### config.mk
export PLATFORM = sky130hd
export DESIGN_NAME = rst_multicdb
export DESIGN_NICKNAME = d
export VERILOG_FILES = /design/src/rtl/rst_multicdb.sv
export SDC_FILE = /design/constraint.sdc
export NUM_CORES = 1
export LEC_CHECK = 0
export CAP_MARGIN = 10
export CORE_ASPECT_RATIO = 0.7
export CORE_MARGIN = 4
export CORE_UTILIZATION = 40
export DETAILED_ROUTE_END_ITERATION = 16
export GPL_ROUTABILITY_DRIVEN = 1
export GPL_TIMING_DRIVEN = 1
export HOLD_SLACK_MARGIN = 0.05
export PLACE_DENSITY_LB_ADDON = 0.25
export SYNTH_ARGS = -nofsm -noshare
export SYNTH_HDL_FRONTEND = slang
export SYNTH_SLANG_ARGS = --single-unit
### constraint.sdc
create_clock -name clk -period 18.6 [get_ports clk]
set_input_delay 3.72 -clock clk [delete_from_list [all_inputs] [get_ports clk]]
set_output_delay 3.72 -clock clk [all_outputs]
set_load 0.005 [all_outputs]
### src/rtl/rst_multicdb.sv
// Register status table with N_RD lookup ports, N_CDB broadcast channels, flush and pending count.
// Optional RST_CDB_BYPASS_EN: reads see a same-cycle CDB clear (rvalid drops in the broadcast cycle).
module rst_multicdb #(
  parameter int unsigned NUM_REGS = 32,
  parameter int unsigned TAG_W    = 6,
  parameter int unsigned N_RD     = 2,
  parameter int unsigned N_CDB    = 2,
  localparam int unsigned AW      = $clog2(NUM_REGS)
) (
  input  logic                   clk,
  input  logic                   rst,
  input  logic                   wen0_rst,
  input  logic [AW-1:0]          waddr0_rst,
  input  logic [TAG_W:0]         wdata0_rst,
  input  logic                   flush_rst,
  input  logic [N_RD*AW-1:0]     raddr_rst,
  output logic [N_RD*TAG_W-1:0]  rtag_rst,
  output logic [N_RD-1:0]        rvalid_rst,
  input  logic [N_CDB-1:0]       cdb_valid,
  input  logic [N_CDB*TAG_W-1:0] cdb_tag_rst,
  output logic [N_CDB*AW-1:0]    rd_regfile_rst,
  output logic [N_CDB-1:0]       write_en_regfile,
  output logic [AW:0]            busy_count
);

  logic [NUM_REGS-1:0] pend_q, pend_d;
  logic [TAG_W-1:0]    tag_q [NUM_REGS];
  logic [TAG_W-1:0]    tag_d [NUM_REGS];
  logic [AW:0]         busy_q, busy_d;
  // Entries matched by at least one valid channel this cycle
  logic [NUM_REGS-1:0] hit;
  logic [AW-1:0]       ra [N_RD];

  function automatic logic in_range(logic [AW-1:0] a);
    return 32'(a) < NUM_REGS;
  endfunction

  // CDB match; descending scan so the lowest matching entry is reported last
  always_comb begin
    hit              = '0;
    write_en_regfile = '0;
    rd_regfile_rst   = '0;
    for (int k = 0; k < N_CDB; k++) begin
      for (int r = NUM_REGS - 1; r >= 0; r--) begin
        if (cdb_valid[k] && pend_q[r] && (tag_q[r] == cdb_tag_rst[k*TAG_W +: TAG_W])) begin
          hit[r]                      = 1'b1;
          write_en_regfile[k]         = rst;
          rd_regfile_rst[k*AW +: AW]  = rst ? AW'(r) : '0;
        end
      end
    end
  end

  always_comb begin
    pend_d = pend_q;
    for (int r = 0; r < NUM_REGS; r++) begin
      tag_d[r] = tag_q[r];
    end
    if (flush_rst) begin
      pend_d = '0;
    end else begin
      pend_d = pend_q & ~hit;
      // Dispatch is applied after the CDB clear so a redispatch keeps its new pending bit
      if (wen0_rst && (waddr0_rst != '0) && in_range(waddr0_rst)) begin
        pend_d[waddr0_rst] = wdata0_rst[TAG_W];
        tag_d[waddr0_rst]  = wdata0_rst[TAG_W-1:0];
      end
    end
    busy_d = '0;
    for (int r = 0; r < NUM_REGS; r++) begin
      busy_d = busy_d + (AW+1)'(pend_d[r]);
    end
  end

  always_ff @(posedge clk) begin
    if (!rst) begin
      pend_q <= '0;
      busy_q <= '0;
      for (int r = 0; r < NUM_REGS; r++) begin
        tag_q[r] <= '0;
      end
    end else begin
      pend_q <= pend_d;
      busy_q <= busy_d;
      for (int r = 0; r < NUM_REGS; r++) begin
        tag_q[r] <= tag_d[r];
      end
    end
  end

  always_comb begin
    rtag_rst   = '0;
    rvalid_rst = '0;
    for (int i = 0; i < N_RD; i++) begin
      ra[i] = raddr_rst[i*AW +: AW];
      if (in_range(ra[i])) begin
        rtag_rst[i*TAG_W +: TAG_W] = tag_q[ra[i]];
`ifdef RST_CDB_BYPASS_EN
        rvalid_rst[i] = pend_q[ra[i]] & ~hit[ra[i]];
`else
        rvalid_rst[i] = pend_q[ra[i]];
`endif
      end
    end
  end

  assign busy_count = busy_q;

endmodule

# Word level (Yosys, flattened, before mapping)

Memories as Yosys holds them, arrays and structs flattened.
Index checks and enable logic that the tools add are counted.

Word-level logic and storage cells: 542
Register bits: 38
Output and inout port bits: 32
RAM bits: 192
Memories: 1

Reduce and logical (&&, ||, !) cells: 132
Eq/ne operators: 64
Order comparisons: 6
Mux-type cells: 271
Add/subtract/negate cells: 31
Bitwise gates (word level): 35

Memories:

| name  | words | width | rd ports | clocked after Yosys merged registers in | wr ports | line | RTL |
|---|---|---|---|---|---|---|---|
| tag_q | 32    | 6     | 34       | 0                                       | 32       | 27   | `logic [TAG_W-1:0] tag_q [NUM_REGS];` |

Operators with widths:

| cell                                                                  | number |
|---|---|
| 5-bit 2-to-1 mux                                                      | 80 |
| 6-bit equality test                                                   | 64 |
| 192-bit 2-to-1 mux                                                    | 2 |
| 6-bit 2-to-1 mux                                                      | 33 |
| 192-bit bitwise mux                                                   | 1 |
| 6-bit by 1-bit adder with 6-bit output                                | 26 |
| 1-bit 2-to-1 mux                                                      | 134 |
| 1-bit logical AND                                                     | 131 |
| 32-bit 2-to-1 mux                                                     | 2 |
| 32-bit bitwise AND                                                    | 1 |
| 32-bit bitwise mux                                                    | 1 |
| 4-bit 2-to-1 mux                                                      | 8 |
| 32-bit inverter                                                       | 1 |
| 1-bit OR                                                              | 32 |
| 6-bit demux with 5-bit select                                         | 1 |
| 5-bit by 6-bit < comparator with 1-bit output (second input constant) | 3 |
| 3-bit 2-to-1 mux                                                      | 4 |
| 1-bit binary-select mux with 5-bit select                             | 2 |
| 5-bit by 1-bit adder with 6-bit output                                | 1 |
| 6-bit >= comparator (second input constant)                           | 1 |
| 6-bit by 1-bit < comparator with 1-bit output (second input constant) | 1 |
| 5-bit inverter with 6-bit output                                      | 1 |
| 4-bit by 1-bit adder with 5-bit output                                | 1 |
| 1-bit demux with 5-bit select                                         | 1 |
| other kinds (6)                                                       | 7 |

# Longest topological paths before layout

Word-level depth: 40
Mapped depth: 27
Gate-level depth less buffers: 24

# Worst setup path after synthesis

No wires, ideal clock.

Path kind: input-to-reg
Start: input cdb_tag_rst[0]
End: register busy_q[4], in the netlist busy_count[4]
Library setup time: 128 ps
Path buffers: 3
Cell stages on the path: 26
Data required time: 18,472 ps
Arrival: 9,217 ps
Slack: 9,256 ps
Cell sequence: buf_4 buf_6 buf_4 xor2_1 nor4_1 nor3_1 a31oi_1 nor2_1 fa_1 inv_1 fa_1 inv_1 fa_1 inv_1 fa_1 fa_1 fa_1 inv_1 ha_1 inv_1 fa_1 inv_1 a21o_1 a21oi_1 xor2_1 nor2_1

RTL lines:

| what                                                    | line | RTL |
|---|---|---|
| start, declared                                         | 20   | `input logic [N_CDB*TAG_W-1:0] cdb_tag_rst,` |
| 6-bit equality test *                                   | 45   | `if (cdb_valid[k] && pend_q[r] && (tag_q[r] == cdb_tag_rst[k*TAG_W +: TAG_W])) begin` |
| 1-bit logical AND *                                     | 45   |  |
| 1-bit 2-to-1 mux * (2 in series)                        | 45   |  |
| 32-bit inverter *                                       | 62   | `pend_d = pend_q & ~hit;` |
| 32-bit bitwise AND *                                    | 62   |  |
| 32-bit bitwise mux                                      | 65   | `pend_d[waddr0_rst] = wdata0_rst[TAG_W];` |
| 32-bit 2-to-1 mux *                                     | 64   | `if (wen0_rst && (waddr0_rst != '0) && in_range(waddr0_rst)) begin` |
| 32-bit 2-to-1 mux *                                     | 59   | `if (flush_rst) begin` |
| net pend_d[17]                                          | 26   | `logic [NUM_REGS-1:0] pend_q, pend_d;` |
| 6-bit by 1-bit adder with 6-bit output * (15 in series) | 71   | `busy_d = busy_d + (AW+1)'(pend_d[r]);` |
| end signal, assigned                                    | 84   | `busy_q <= busy_d;` |
| end, declared                                           | 29   | `logic [AW:0] busy_q, busy_d;` |

The timed path passes the listed nets; every way through them passes the cells marked *.
A chain may end at the register's enable or synchronous reset.

# Final worst setup path

Start: input cdb_valid[0]
End: output rd_regfile_rst[4]

Cells in the longest elaborated chain, start to end: 34

RTL lines:

| what                            | line | RTL |
|---|---|---|
| start, declared                 | 19   | `input logic [N_CDB-1:0] cdb_valid,` |
| 1-bit logical AND (2 in series) | 45   |  |
| 5-bit 2-to-1 mux (31 in series) | 45   |  |
| 5-bit 2-to-1 mux *              | 45   |  |
| end, declared                   | 21   | `output logic [N_CDB*AW-1:0] rd_regfile_rst,` |

Mark *: on every way between the ends. The rest lies on a longest branch, timed or not.

==> flow_metrics.tcl <==
set metrics [dict create \
    slew_violations 0 \
    track_usage_pct 31.52 \
    synthToLayoutAreaGrowth_pct 8.880 \
    dpl.hpwl_mm 57.36 \
    worstSkewPairLatency_ns 0.58 \
    rows 66 \
    ant_nets 0 \
    finalCritPeriodShare_pct 59.97 \
    grt_pass1_wl_mm 116.8 \
    crit_path_max_incr_delay_ns 0.61 \
    fin_skew_ns 0.02673 \
    critPathMaxFanout 32 \
    vias_per_cell 6.466 \
    die_h_um 190.1 \
    yosys_warnings 0 \
    vias 17370 \
    synthCells 2085 \
    die_w_um 268.1 \
    power.density_nw_per_um2 57.67 \
    pre_cts_slack_ns 7.573 \
    synth_top_flop_cell "dfxtp_1" \
    yosys.area.top_type "dfxtp_1" \
    clk_pin_slew_ns 0.06 \
    power_switching_uw 344.8 \
    nets 2129 \
    dpl.cell_count 2643 \
    syn_nets 2156 \
    ctsHtreeMaxLevel 1 \
    path_common_cell "clkdlybuf4s50_1" \
    switching_share_pct 29.00 \
    holdWs_ns 0.5318 \
    synth_seq_cells 230 \
    vdd_ir_drop_max_mv 0.05997 \
    ys_seq_area_share_pct 24.31 \
    synth_area_leaders "dfxtp_1 (24%), mux4_2 (17%), xnor2_1 (9.2%)" \
    async_reset_ff_share_pct 0 \
    fp.dieArea_um2 50950 \
    crit_type "input port to output pin" \
    status "finished clean" \
    period_minus_slack_ns 11.15 \
    synth_edf_count 0 \
    cts.sinks 230 \
    firstDrtPassIters 6 \
    drive_gt1_share_pct 13.98 \
    hold_buffers 0 \
    tightest_slew_ns 1.102 \
    hold_viol_final 0 \
    seq_power_share_pct 41.9 \
    cts_setup_buffers 0 \
    leakagePower_nw 7.175 \
    root_buffer "clkbuf_16" \
    grt_overflow 0 \
    core_um2 46660 \
    portBuffers 71 \
    syn_area_um2 18940 \
    grt_max_degree 89 \
    ios 72 \
    initial_core_util_pct 40.59 \
    wl_per_cell_um 30.65 \
    hold_class "flop to flop" \
    clockPowerShare_pct 43.7 \
    crit_arrival_ns 7.43 \
    routed_wl_mm 82.36 \
    antenna_cells 0 \
    setup_viol 0 \
    fin_tns_setup_ns 0 \
    cts_buffers 25 \
    fmaxAchievable_mhz 89.65 \
    place_congestion 1.006 \
    r2r_slack_ns 11.91 \
    setup_slack_ns 7.446 \
    grt_pass1_vias 16060 \
    ctsResizeCount 0 \
    rsz0062_at_grt "false" \
    path_cells "clkdlybuf4s50_1 > buf_4 > nand2_1 > or4_1 > nor4_2 > nor2_1 > and4_1 > nand3_1 > nor3b_1 > clkdlybuf4s50_1" \
    drt_iter0_drc 2329 \
    drv_cap 0 \
    synth_cell_types 79 \
    power_frac_comb_pct 14.4 \
    cp-end-kind "output pin" \
    cts_buffer_depth 3 \
    antenna_found_initial 2 \
    cts_tree "yes" \
    max_slew_margin_pct 26.30 \
    crit_slowest_cell "clkdlybuf4s50_1" \
    drc 0 \
    synth.avg_cell_area_um2 9.083 \
    synth_top_area_share_pct 24.31 \
    power.internal_uw 844.3 \
    required_ns 14.88 \
    critPathLaunchType "input port" \
    num-fill-cells 4507 \
    stdcell_count 2687 \
]
==> cell usage in the layout (no fill, tap or decap), drive strengths merged, types with 5 or more instances in the layout <==
cell and count:
nand3 158, and4 11, a211oi 8, a21oi 126, xnor2 198, nor3b 7, nor2 140, nand2 235
inv 33, fa 24, nor4 65, mux2i 73, nor3 31, and2 26, and3 8, o2111ai 6
buf 61, clkdlybuf4s50 55, nand4 47, o21ai 37, or2 6, or4 14, nor2b 7, o211ai 6
ha 7, xor2 188, clkbuf 36, mux2 14, dfxtp 230, a31oi 9, mux4 140, clkinv 5
==> logic make-up (layout without fill, tap and decap cells) <==
kind of cell | count (synthesis) | count (layout) | synth area share, %
AOI/OAI and AO/OA | 234 | 234 | 7.558
xor gates and xnor gates | 386 | 386 | 17.93
adders and majority gates | 31 | 31 | 2.999
buffers and inverters | 202 | 192 | 5.391
DFF | 230 | 230 | 24.31
muxes | 227 | 227 | 21.34
and+or+nand+nor | 775 | 775 | 20.47
==> critical path: cells and delay by family <==
| kind | cells | cell delay, ns |
|---|---|---|
| and+or+nand+nor | 7 | 2.14 |
| buffers and inverters | 3 | 1.55 |
==> per-layer routing <==
layer | global-route usage [%] | wire length [um] | vias up
met5 | 0 | 13 | -
met4 | 6.867 | 2156 | 2
met3 | 15.71 | 13660 | 127
met2 | 41.30 | 31660 | 1165
met1 | 45.98 | 34860 | 8671
li1 | - | - | 7409
==> flip-flops by register name, summed over array words and instances (netlist names) <==
signal / cells
tag_q: 192
busy_count: 6
pend_q: 32
==> metrics by stage <==
step | power (mW) | cell area, um^2 | util [%]
floorplan | 0.6256 | 18940 | -
global placement | 0.6743 | 19800 | 42.44
detailed placement | 0.6767 | 19800 | 42.44
CTS | 1.193 | 20620 | 44.19
global route | 1.223 | 20620 | 44.19
finish | 1.189 | 20620 | 44.19
==> power by group through the flow <==
stage / combinational, mW / clock, mW / sequential [mW]
floorplan: 0.118 / 0 / 0.508
global placement: 0.165 / 0 / 0.509
detailed placement: 0.168 / 0 / 0.509
CTS: 0.168 / 0.527 / 0.498
global route: 0.179 / 0.546 / 0.498
finish: 0.172 / 0.519 / 0.498
==> Yosys cell counts, drive strengths merged, types with 3 or more instances <==
master,number
nand2,235
dfxtp,230
xnor2,198
xor2,188
nand3,158
mux4,140
nor2,140
a21oi,126
clkbuf,103
mux2i,73
buf,67
nor4,65
nand4,47
o21ai,37
inv,31
nor3,31
and2,26
fa,24
mux2,14
or4,14
and4,11
a31oi,9
a211oi,8
and3,8
ha,7
nor2b,7
nor3b,7
o2111ai,6
o211ai,6
or2,6
nand2b,4
nor4b,4
o31ai,4
or3,4
a2111oi,3
a21o,3
a221oi,3
o2111a,3
o211a,3
o32ai,3
==> path summary, 6_finish.rpt <==
path,startpoint,endpoint,cells after the start
worst min register to register,tag_q[9][2]$_SDFFE_PN0P_,tag_q[9][2]$_SDFFE_PN0P_,2
worst max register to register,tag_q[23][1]$_SDFFE_PN0P_,busy_count[4]$_SDFF_PN0_,23
worst max-delay path,cdb_valid[0],rd_regfile_rst[4],10
worst min-delay path,tag_q[9][2]$_SDFFE_PN0P_,tag_q[9][2]$_SDFFE_PN0P_,2
==> layout make-up <==
type | instances | area (um^2) | area share [%]
multi-input combinational | 1653 | 13330 | 64.66
sequential | 230 | 4604 | 22.33
timing repair buffer | 116 | 973.4 | 4.721
tap | 612 | 765.7 | 3.714
clock buffer | 36 | 716.9 | 3.477
inverter | 32 | 125.1 | 0.6068
clock inverter | 8 | 101.3 | 0.4915
Power figures use the tool's default switching activity.
